## config.mk

```make
export PLATFORM = sky130hd
export DESIGN_NAME = jk_seq_ctrl_flat
export DESIGN_NICKNAME = d
export VERILOG_FILES = /design/src/rtl/jk_seq_ctrl_pkg.sv /design/src/rtl/jk_seq_ctrl_if.sv /design/src/rtl/jk_seq_ctrl_cell.sv /design/src/rtl/jk_seq_ctrl.sv /design/src/flat_wrapper.sv
export SDC_FILE = /design/constraint.sdc
export NUM_CORES = 1
export LEC_CHECK = 0
export ABC_AREA = 0
export BUFFER_PORTS_ARGS = -buffer_cell sky130_fd_sc_hd__buf_4
export CAP_MARGIN = 20
export CELL_PAD_IN_SITES_DETAIL_PLACEMENT = 1
export CELL_PAD_IN_SITES_GLOBAL_PLACEMENT = 1
export CORE_ASPECT_RATIO = 1.75
export CORE_UTILIZATION = 35
export CTS_CLUSTER_DIAMETER = 30
export CTS_CLUSTER_SIZE = 10
export DETAILED_ROUTE_END_ITERATION = 10
export PLACE_DENSITY_LB_ADDON = 0.15
export SETUP_SLACK_MARGIN = 0.15
export SLEW_MARGIN = 15
export SYNTH_ARGS = -nofsm -noshare
export SYNTH_HDL_FRONTEND = slang
export SYNTH_HIERARCHICAL = 1
export SYNTH_SLANG_ARGS = --single-unit
export TNS_END_PERCENT = 1
```

## constraint.sdc

```tcl
create_clock -name clk -period 1.8 [get_ports clk]
set_input_delay 0.36 -clock clk [delete_from_list [all_inputs] [get_ports clk]]
set_output_delay 0.36 -clock clk [all_outputs]
set_load 0.005 [all_outputs]
```

## src/rtl/jk_seq_ctrl_pkg.sv

```systemverilog
// Shared types for the JK sequencing controller: command op codes and FSM states.
package jk_seq_pkg;

  typedef enum logic [1:0] {
    OP_LOAD   = 2'b00,
    OP_UP     = 2'b01,
    OP_DOWN   = 2'b10,
    OP_TOGGLE = 2'b11
  } op_t;

  typedef enum logic [1:0] {
    S_IDLE = 2'b00,
    S_RUN  = 2'b01,
    S_DONE = 2'b10
  } state_t;

endpackage

```

## src/rtl/jk_seq_ctrl_if.sv

```systemverilog
// Command handshake between the host sequencer (master) and the controller (slave).
interface jk_seq_ctrl_if #(
  parameter int WIDTH = 4,
  parameter int CNT_W = 8
);
  logic             cmd_valid;
  logic             cmd_ready;
  logic [1:0]       cmd_op;
  logic [WIDTH-1:0] cmd_data;
  logic [CNT_W-1:0] cmd_len;

  modport master (output cmd_valid, cmd_op, cmd_data, cmd_len, input cmd_ready);
  modport slave  (input cmd_valid, cmd_op, cmd_data, cmd_len, output cmd_ready);
endinterface

```

## src/rtl/jk_seq_ctrl_cell.sv

```systemverilog
// Single JK flip-flop cell. No reset of its own: the controller clears it via J/K.
module jk_cell (
  input  logic clk,
  input  logic j,
  input  logic k,
  output logic q,
  output logic q_bar
);
  // standard JK behaviour: hold / reset / set / toggle
  always_ff @(posedge clk) begin
    unique case ({j, k})
      2'b01:   q <= 1'b0;
      2'b10:   q <= 1'b1;
      2'b11:   q <= ~q;
      default: q <= q;
    endcase
  end

  assign q_bar = ~q;
endmodule

```

## src/rtl/jk_seq_ctrl.sv

```systemverilog
// Sequencing controller driving a bank of WIDTH JK cells as a loadable
// up/down counter or masked toggler, one command at a time.
module jk_seq_ctrl
  import jk_seq_pkg::*;
#(
  parameter int WIDTH = 4,
  parameter int CNT_W = 8
) (
  input  logic             clk,
  input  logic             rst,
  jk_seq_ctrl_if.slave     cmd,
  output logic [WIDTH-1:0] q,
  output logic [WIDTH-1:0] j,
  output logic [WIDTH-1:0] k,
  output logic             busy,
  output logic             done,
  output logic             wrap
);

  state_t           state;
  op_t              op_r;
  logic [WIDTH-1:0] data_r;
  logic [CNT_W-1:0] rem;
  logic [WIDTH-1:0] qb;
  logic [WIDTH-1:0] up_t, dn_t;
  logic             accept;

  // Ready is a decode of IDLE, forced low while reset is asserted so the
  // first rst=0 cycle already shows ready.
  assign cmd.cmd_ready = (state == S_IDLE) && !rst;
  assign accept        = cmd.cmd_valid && cmd.cmd_ready;

  // Cell bank
  for (genvar i = 0; i < WIDTH; i++) begin : g_cell
    jk_cell u_cell (
      .clk   (clk),
      .j     (j[i]),
      .k     (k[i]),
      .q     (q[i]),
      .q_bar (qb[i])
    );
  end

  // Ripple-carry style toggle enables: a bit flips when all lower bits are
  // ones (counting up) or all zeros (counting down).
  always_comb begin
    up_t    = '0;
    dn_t    = '0;
    up_t[0] = 1'b1;
    dn_t[0] = 1'b1;
    for (int i = 1; i < WIDTH; i++) begin
      up_t[i] = up_t[i-1] & q[i-1];
      dn_t[i] = dn_t[i-1] & qb[i-1];
    end
  end

  // Excitation: reset clears the cells, RUN applies the latched op, else hold
  always_comb begin
    j = '0;
    k = '0;
    if (rst) begin
      k = '1;
    end else if (state == S_RUN) begin
      unique case (op_r)
        OP_LOAD:   begin j = data_r; k = ~data_r; end
        OP_UP:     begin j = up_t;   k = up_t;    end
        OP_DOWN:   begin j = dn_t;   k = dn_t;    end
        OP_TOGGLE: begin j = data_r; k = data_r;  end
        default:   begin j = '0;     k = '0;      end
      endcase
    end
  end

  // Controller FSM with command latch, step counter and registered status
  always_ff @(posedge clk) begin
    if (rst) begin
      state  <= S_IDLE;
      op_r   <= OP_LOAD;
      data_r <= '0;
      rem    <= '0;
      busy   <= 1'b0;
      done   <= 1'b0;
      wrap   <= 1'b0;
    end else begin
      // wrap flags the edge that rolls the counter over in either direction
      wrap <= (state == S_RUN) &&
              (((op_r == OP_UP) && (&q)) || ((op_r == OP_DOWN) && !(|q)));
      unique case (state)
        S_IDLE: begin
          done <= 1'b0;
          if (accept) begin
            op_r   <= op_t'(cmd.cmd_op);
            data_r <= cmd.cmd_data;
            if (op_t'(cmd.cmd_op) == OP_LOAD) begin
              rem   <= CNT_W'(1);
              state <= S_RUN;
              busy  <= 1'b1;
            end else if (cmd.cmd_len == '0) begin
              rem   <= '0;
              state <= S_DONE;
              done  <= 1'b1;
            end else begin
              rem   <= cmd.cmd_len;
              state <= S_RUN;
              busy  <= 1'b1;
            end
          end
        end
        S_RUN: begin
          if (rem != '0) rem <= rem - 1'b1;
          if (rem == CNT_W'(1)) begin
            state <= S_DONE;
            busy  <= 1'b0;
            done  <= 1'b1;
          end
        end
        S_DONE: begin
          state <= S_IDLE;
          done  <= 1'b0;
        end
        default: begin
          state <= S_IDLE;
          busy  <= 1'b0;
          done  <= 1'b0;
        end
      endcase
    end
  end

endmodule

```

## src/flat_wrapper.sv

```systemverilog
// flat-port wrapper written by rule: the top's interface ports become plain ports
module jk_seq_ctrl_flat import jk_seq_pkg::*;
#(
  parameter int WIDTH = 4,
  parameter int CNT_W = 8
)
  (clk, rst, q, j, k, busy, done, wrap, cmd_cmd_valid, cmd_cmd_op, cmd_cmd_data, cmd_cmd_len, cmd_cmd_ready);
  jk_seq_ctrl_if #(.WIDTH(WIDTH), .CNT_W(CNT_W)) cmd_i ();
  input  logic clk;
  input  logic rst;
  output logic [WIDTH-1:0] q;
  output logic [WIDTH-1:0] j;
  output logic [WIDTH-1:0] k;
  output logic busy;
  output logic done;
  output logic wrap;
  input wire logic [$bits(cmd_i.cmd_valid)-1:0] cmd_cmd_valid;
  input wire logic [$bits(cmd_i.cmd_op)-1:0] cmd_cmd_op;
  input wire logic [$bits(cmd_i.cmd_data)-1:0] cmd_cmd_data;
  input wire logic [$bits(cmd_i.cmd_len)-1:0] cmd_cmd_len;
  output wire logic [$bits(cmd_i.cmd_ready)-1:0] cmd_cmd_ready;
  assign cmd_i.cmd_valid = cmd_cmd_valid;
  assign cmd_i.cmd_op = cmd_cmd_op;
  assign cmd_i.cmd_data = cmd_cmd_data;
  assign cmd_i.cmd_len = cmd_cmd_len;
  assign cmd_cmd_ready = cmd_i.cmd_ready;
  jk_seq_ctrl #(.WIDTH(WIDTH), .CNT_W(CNT_W)) u_core (.clk(clk), .rst(rst), .cmd(cmd_i), .q(q), .j(j), .k(k), .busy(busy), .done(done), .wrap(wrap));
endmodule
```

# == Yosys cells after proc, flatten, opt, wreduce, memory -nomap -nowiden ==
# Index checks and enable logic that the tools add are counted.
# word_totals
register_bits,23
wordCells,99
out_inout_bits,16
# classes
bitwise,10
eq_ne,22
addsub,1
muxes,30
n_reduce_logical,25
# ops
cell,n
two-way mux 8 bit,4
== test 2 bit (second input constant),11
two-way mux 4 bit,4
case mux 4 bit (4 select lines),1
case mux 8 bit (2 select lines),1
case mux 1 bit (3 select lines),5
== test 2 x 1 -> 1 bit (second input constant),6
case mux 4 bit (3 select lines),1
nonzero test 3 bit,4
== test 8 x 1 -> 1 bit (second input constant),1
zero test 8 bit,1
two-way mux 1 bit,8
two-way mux 2 bit,4
AND reduction 4 bit,2
nonzero test 8 bit,1
subtractor 8 x 1 -> 8 bit (second input constant),1
zero test 2 bit,3
logical AND 1 bit,5
NOT 1 bit,5
bitwise AND 1 bit,4
inequality test 2 bit (second input constant),2
NOT 4 bit,1
case mux 2 bit (2 select lines),1
AND reduction 2 bit,2
other kinds (9),10

# == Logic depth before layout (Yosys ltp) ==
# depth
ltp_word,8
mapped_depth,7
ltp_nobuf,7

# == By module ==
# Netlist, hierarchy kept.
# modules_own_cells
mod,seq_area_each_um2,area_per_inst_um2,n_inst,cells_each
jk_seq_ctrl,380.4,1271.2,1,168
jk_cell,30.0,47.5,4,4

# == Worst setup path before layout ==
# No wires, ideal clock.
# synth_timing
path_type,flip-flop to flip-flop
start,register u_core.op_r[1]
end,"register u_core.g_cell[2].u_cell.q, enable pin"
n_path_buf,0
path_slack_ns,-0.062
t_arrival_ns,1.614
setup_time_ns,0.247
stages_incl_launch_ff,7
path_cell_list,dfxtp_1 inv_1 ha_1 and3_1 a2111oi_0 o21ai_0 or2_1
# synth_via
word_cells_on_any_way,15
classes_between,eq/ne: 6; mux: 6; reduce/logical: 3
# synth_rtl
item,line,rtl
from (decl),jk_seq_ctrl.sv:21,op_t op_r;
from (signal assigned),jk_seq_ctrl.sv:92,op_r <= op_t'(cmd.cmd_op);
"== test 2 bit, or another cell as far along",jk_seq_ctrl.sv:64,unique case (op_r)
case mux 4 bit (4 select lines) *,jk_seq_ctrl.sv:64,
two-way mux 4 bit *,jk_seq_ctrl.sv:63,end else if (state == S_RUN) begin
two-way mux 4 bit *,jk_seq_ctrl.sv:61,if (rst) begin
via k[2],flat_wrapper.sv:13,output logic [WIDTH-1:0] k;
== test 2 bit / == test 2 x 1 -> 1 bit (equally long branches),jk_seq_ctrl_cell.sv:11,"unique case ({j, k})"
nonzero test 3 bit (no source line) *,-,
to (signal assigned),jk_seq_ctrl_cell.sv:14,2'b11: q <= ~q;
to (signal assigned),jk_seq_ctrl_cell.sv:15,default: q <= q;
to (decl),jk_seq_ctrl_cell.sv:6,"output logic q,"
# Mark *: on every way through the listed nets, which the timed path passes. The rest lies on a longest branch.
# A chain may end at the register's enable or synchronous reset.

# == Worst setup path in the final report ==
# layout_timing
start,register u_core.op_r[1]
end,output k[1]
# layout_via
elab_chain_len,4
word_cells_on_any_way,7
classes_between,eq/ne: 3; mux: 3; reduce/logical: 1
# layout_lines
item,line
"== test 2 bit, or another cell as far along",jk_seq_ctrl.sv:64
case mux 4 bit (4 select lines) *,jk_seq_ctrl.sv:64
two-way mux 4 bit *,jk_seq_ctrl.sv:63
two-way mux 4 bit *,jk_seq_ctrl.sv:61
to (decl),flat_wrapper.sv:13
# Every way passes the cells marked *; elsewhere a longest branch is shown, timed or not.

==> metrics.cfg <==
[critical_path]
worstPathRequired_ns=1.44
critPathArrivalTime_ns=1.68
critical_path.startpoint=u_core/op_r[1]
setup.worst_path.end=k[1]
start_kind=flip-flop
timing.reg2reg.worst_path_depth=8
critical_path.reg2reg.endpoint=u_core/g_cell[2].u_cell/q
critPathKind=flip-flop to primary output
reg2reg_slack_ns=-0.11
crit-reg2reg-launch=u_core/op_r[0]
cp-end-kind=primary output
critical_path.max_fanout=4

[global_routing]
antenna_found_initial=0
grt_pass1_vias=1839
maximum_number_of_pins_on_one_net_before_global_route_repair=13
grt_pass1_wl_um=8630
global_route.overflow_total=0
grtUsageTotal=0.263

[power_and_ir_drop]
ir_worst_vdd_v=0.000624
cellLeakagePower_nw=0.850
powerDensity_mw_per_mm2=816

[timing]
transition_at_the_pin_with_the_smallest_max_transition_slack_ns=0.540
max_freq_mhz=491
fin_crit_sh=1.13
hold_viol=0
shortest_clock_period_the_worst_path_allows_after_layout_ns=2.04
final_critical_path_setup_slack_ns=-0.238
max-slew-margin-rel=0.639
setup_viol=10
worst_hold_slack_ns=0.296
rsz_0062_raised_after_global_routing=true
report.final.slew_viol_count=0
timing.setup.tns_ns=-1.50
finClkSkew_ns=0.00567

[layout]
post_route_cells_drive_above_1_share=0.439
final_core_utilization=0.556
stdcell_count=287
area.sequential_um2=509
fill_cells=491
multiInputGateArea_mm2=0.00108
layout_commonest_cell=sky130_fd_sc_hd__buf_4
syn_to_final_growth_pct=50.3
antenna_cells_inserted=0
final_net_count=263
most_used_cells_in_the_layout_excluding_fill_and_tap_cells=sky130_fd_sc_hd__buf_4, sky130_fd_sc_hd__nand2_1, sky130_fd_sc_hd__dfxtp_1

[route]
totalWireLength_um=5750
final_antenna_net_count=0
via_count=1696
post_drt_wl_per_cell_um=20.0
drt_pre_antenna_iters=4
drt_iter0_markers=32
post-route-drc-count=0
routed_via_density=5.91

[cts]
root_buffer=sky130_fd_sc_hd__clkbuf_8
ctsHoldBuffers=0
clock_insertion_delay_worst_skew_ns=0.27
cts-buffers-inserted=3
tritoncts_clock_tree=yes
clock_tree.htree_level_count=1
clk_path_buf_depth=2
clkTransAtPathRegs_ns=0.09
cts.sinks=23

[place]
dpl.cell_count=276
portBuffers=32
dpl_worst_slack_ns=-0.144
detailedPlacementHpwl_um=4060
place_congestion=0.907

[logic_synthesis]
postSynthAreaPerCell_um2=7.97
ys.warnings.count=6
syn-cell-area_mm2=0.00146
synthesis.instances=183
mappedNetlistNets=206

[floorplan]
fp.dieH_um=87.4
core_area_mm2=0.00394
starting_density_of_the_core=0.370
fp.dieW_um=50.8
pin_count=33
die_area_mm2=0.00444
rows=30

[worst_hold_path]
worst_hold_path_type=input port to flip-flop

[status]
result_of_the_run=complete, but fails checks
failed_checks=setup timing

[run]
max-cap-violations=0

==> routing by layer <==
metal | routed length [µm] | up-vias | GRT usage
met1 | 2060 | 833 | 0.243
met5 | 0 | - | 0
met2 | 3290 | 56 | 0.507
met4 | 238 | 0 | 0.179
li1 | - | 783 | -
met3 | 163 | 24 | 0.0366
==> through the flow <==
step / instance area, µm² / power (mW)
3_3_place_gp: 1890 / 1.28
2_1_floorplan: 1470 / 1.01
3_5_place_dp: 1890 / 1.31
4_1_cts: 2050 / 1.70
5_1_grt: 2190 / 1.88
6_report: 2190 / 1.79
==> what timing repair did <==
item,in CTS,in global routing
resized for setup,29,24
setup buffers,3,4
pin swaps,11,11
endpoints found under the setup margin,19,22
==> critical path: stages (launching register included) <==
cell and delay (ns):
sky130_fd_sc_hd__dfxtp_4 0.40, sky130_fd_sc_hd__inv_4 0.06, sky130_fd_sc_hd__ha_4 0.17, sky130_fd_sc_hd__buf_4 0.15, sky130_fd_sc_hd__a22oi_1 0.15, sky130_fd_sc_hd__nand2_1 0.10, sky130_fd_sc_hd__o21ai_2 0.15, sky130_fd_sc_hd__o21ai_2 0.09
sky130_fd_sc_hd__buf_4 0.15
==> cell type report <==
cell class	count	area share
Sequential cell	23	0.232
Timing Repair Buffer	59	0.206
Clock buffer	4	0.0206
Tap cell	48	0.0274
Multi-Input combinational cell	143	0.495
Inverter	10	0.0194
==> worst min-delay path by stage <==
stage | from | end | slack (ns) | depth (start not counted)
floorplan | u_core/rem[5] | u_core/rem[5] | 0.46 | 2
global placement | u_core/rem[5] | u_core/rem[5] | 0.48 | 2
detailed placement | u_core/rem[5] | u_core/rem[5] | 0.49 | 2
CTS | rst | u_core/op_r[0] | 0.29 | 2
global route | rst | u_core/op_r[1] | 0.30 | 2
finish | rst | u_core/op_r[0] | 0.30 | 2
==> state kept, by name (all words and copies together) (netlist names) <==
name,flops
u_core/rem,8
u_core/data_r,4
u_core/g_cell.u_cell/q,4
u_core/op_r,2
u_core/state,2
u_core/busy,1
u_core/done,1
u_core/wrap,1
==> where the power goes <==
group	internal [mW]	switching, mW	total, mW
logic	0.379	0.394	0.773
registers	0.584	0.0842	0.668
clock network	0.159	0.188	0.346
total	1.12	0.666	1.79
Note: power is estimated with default switching activity, not from simulation.
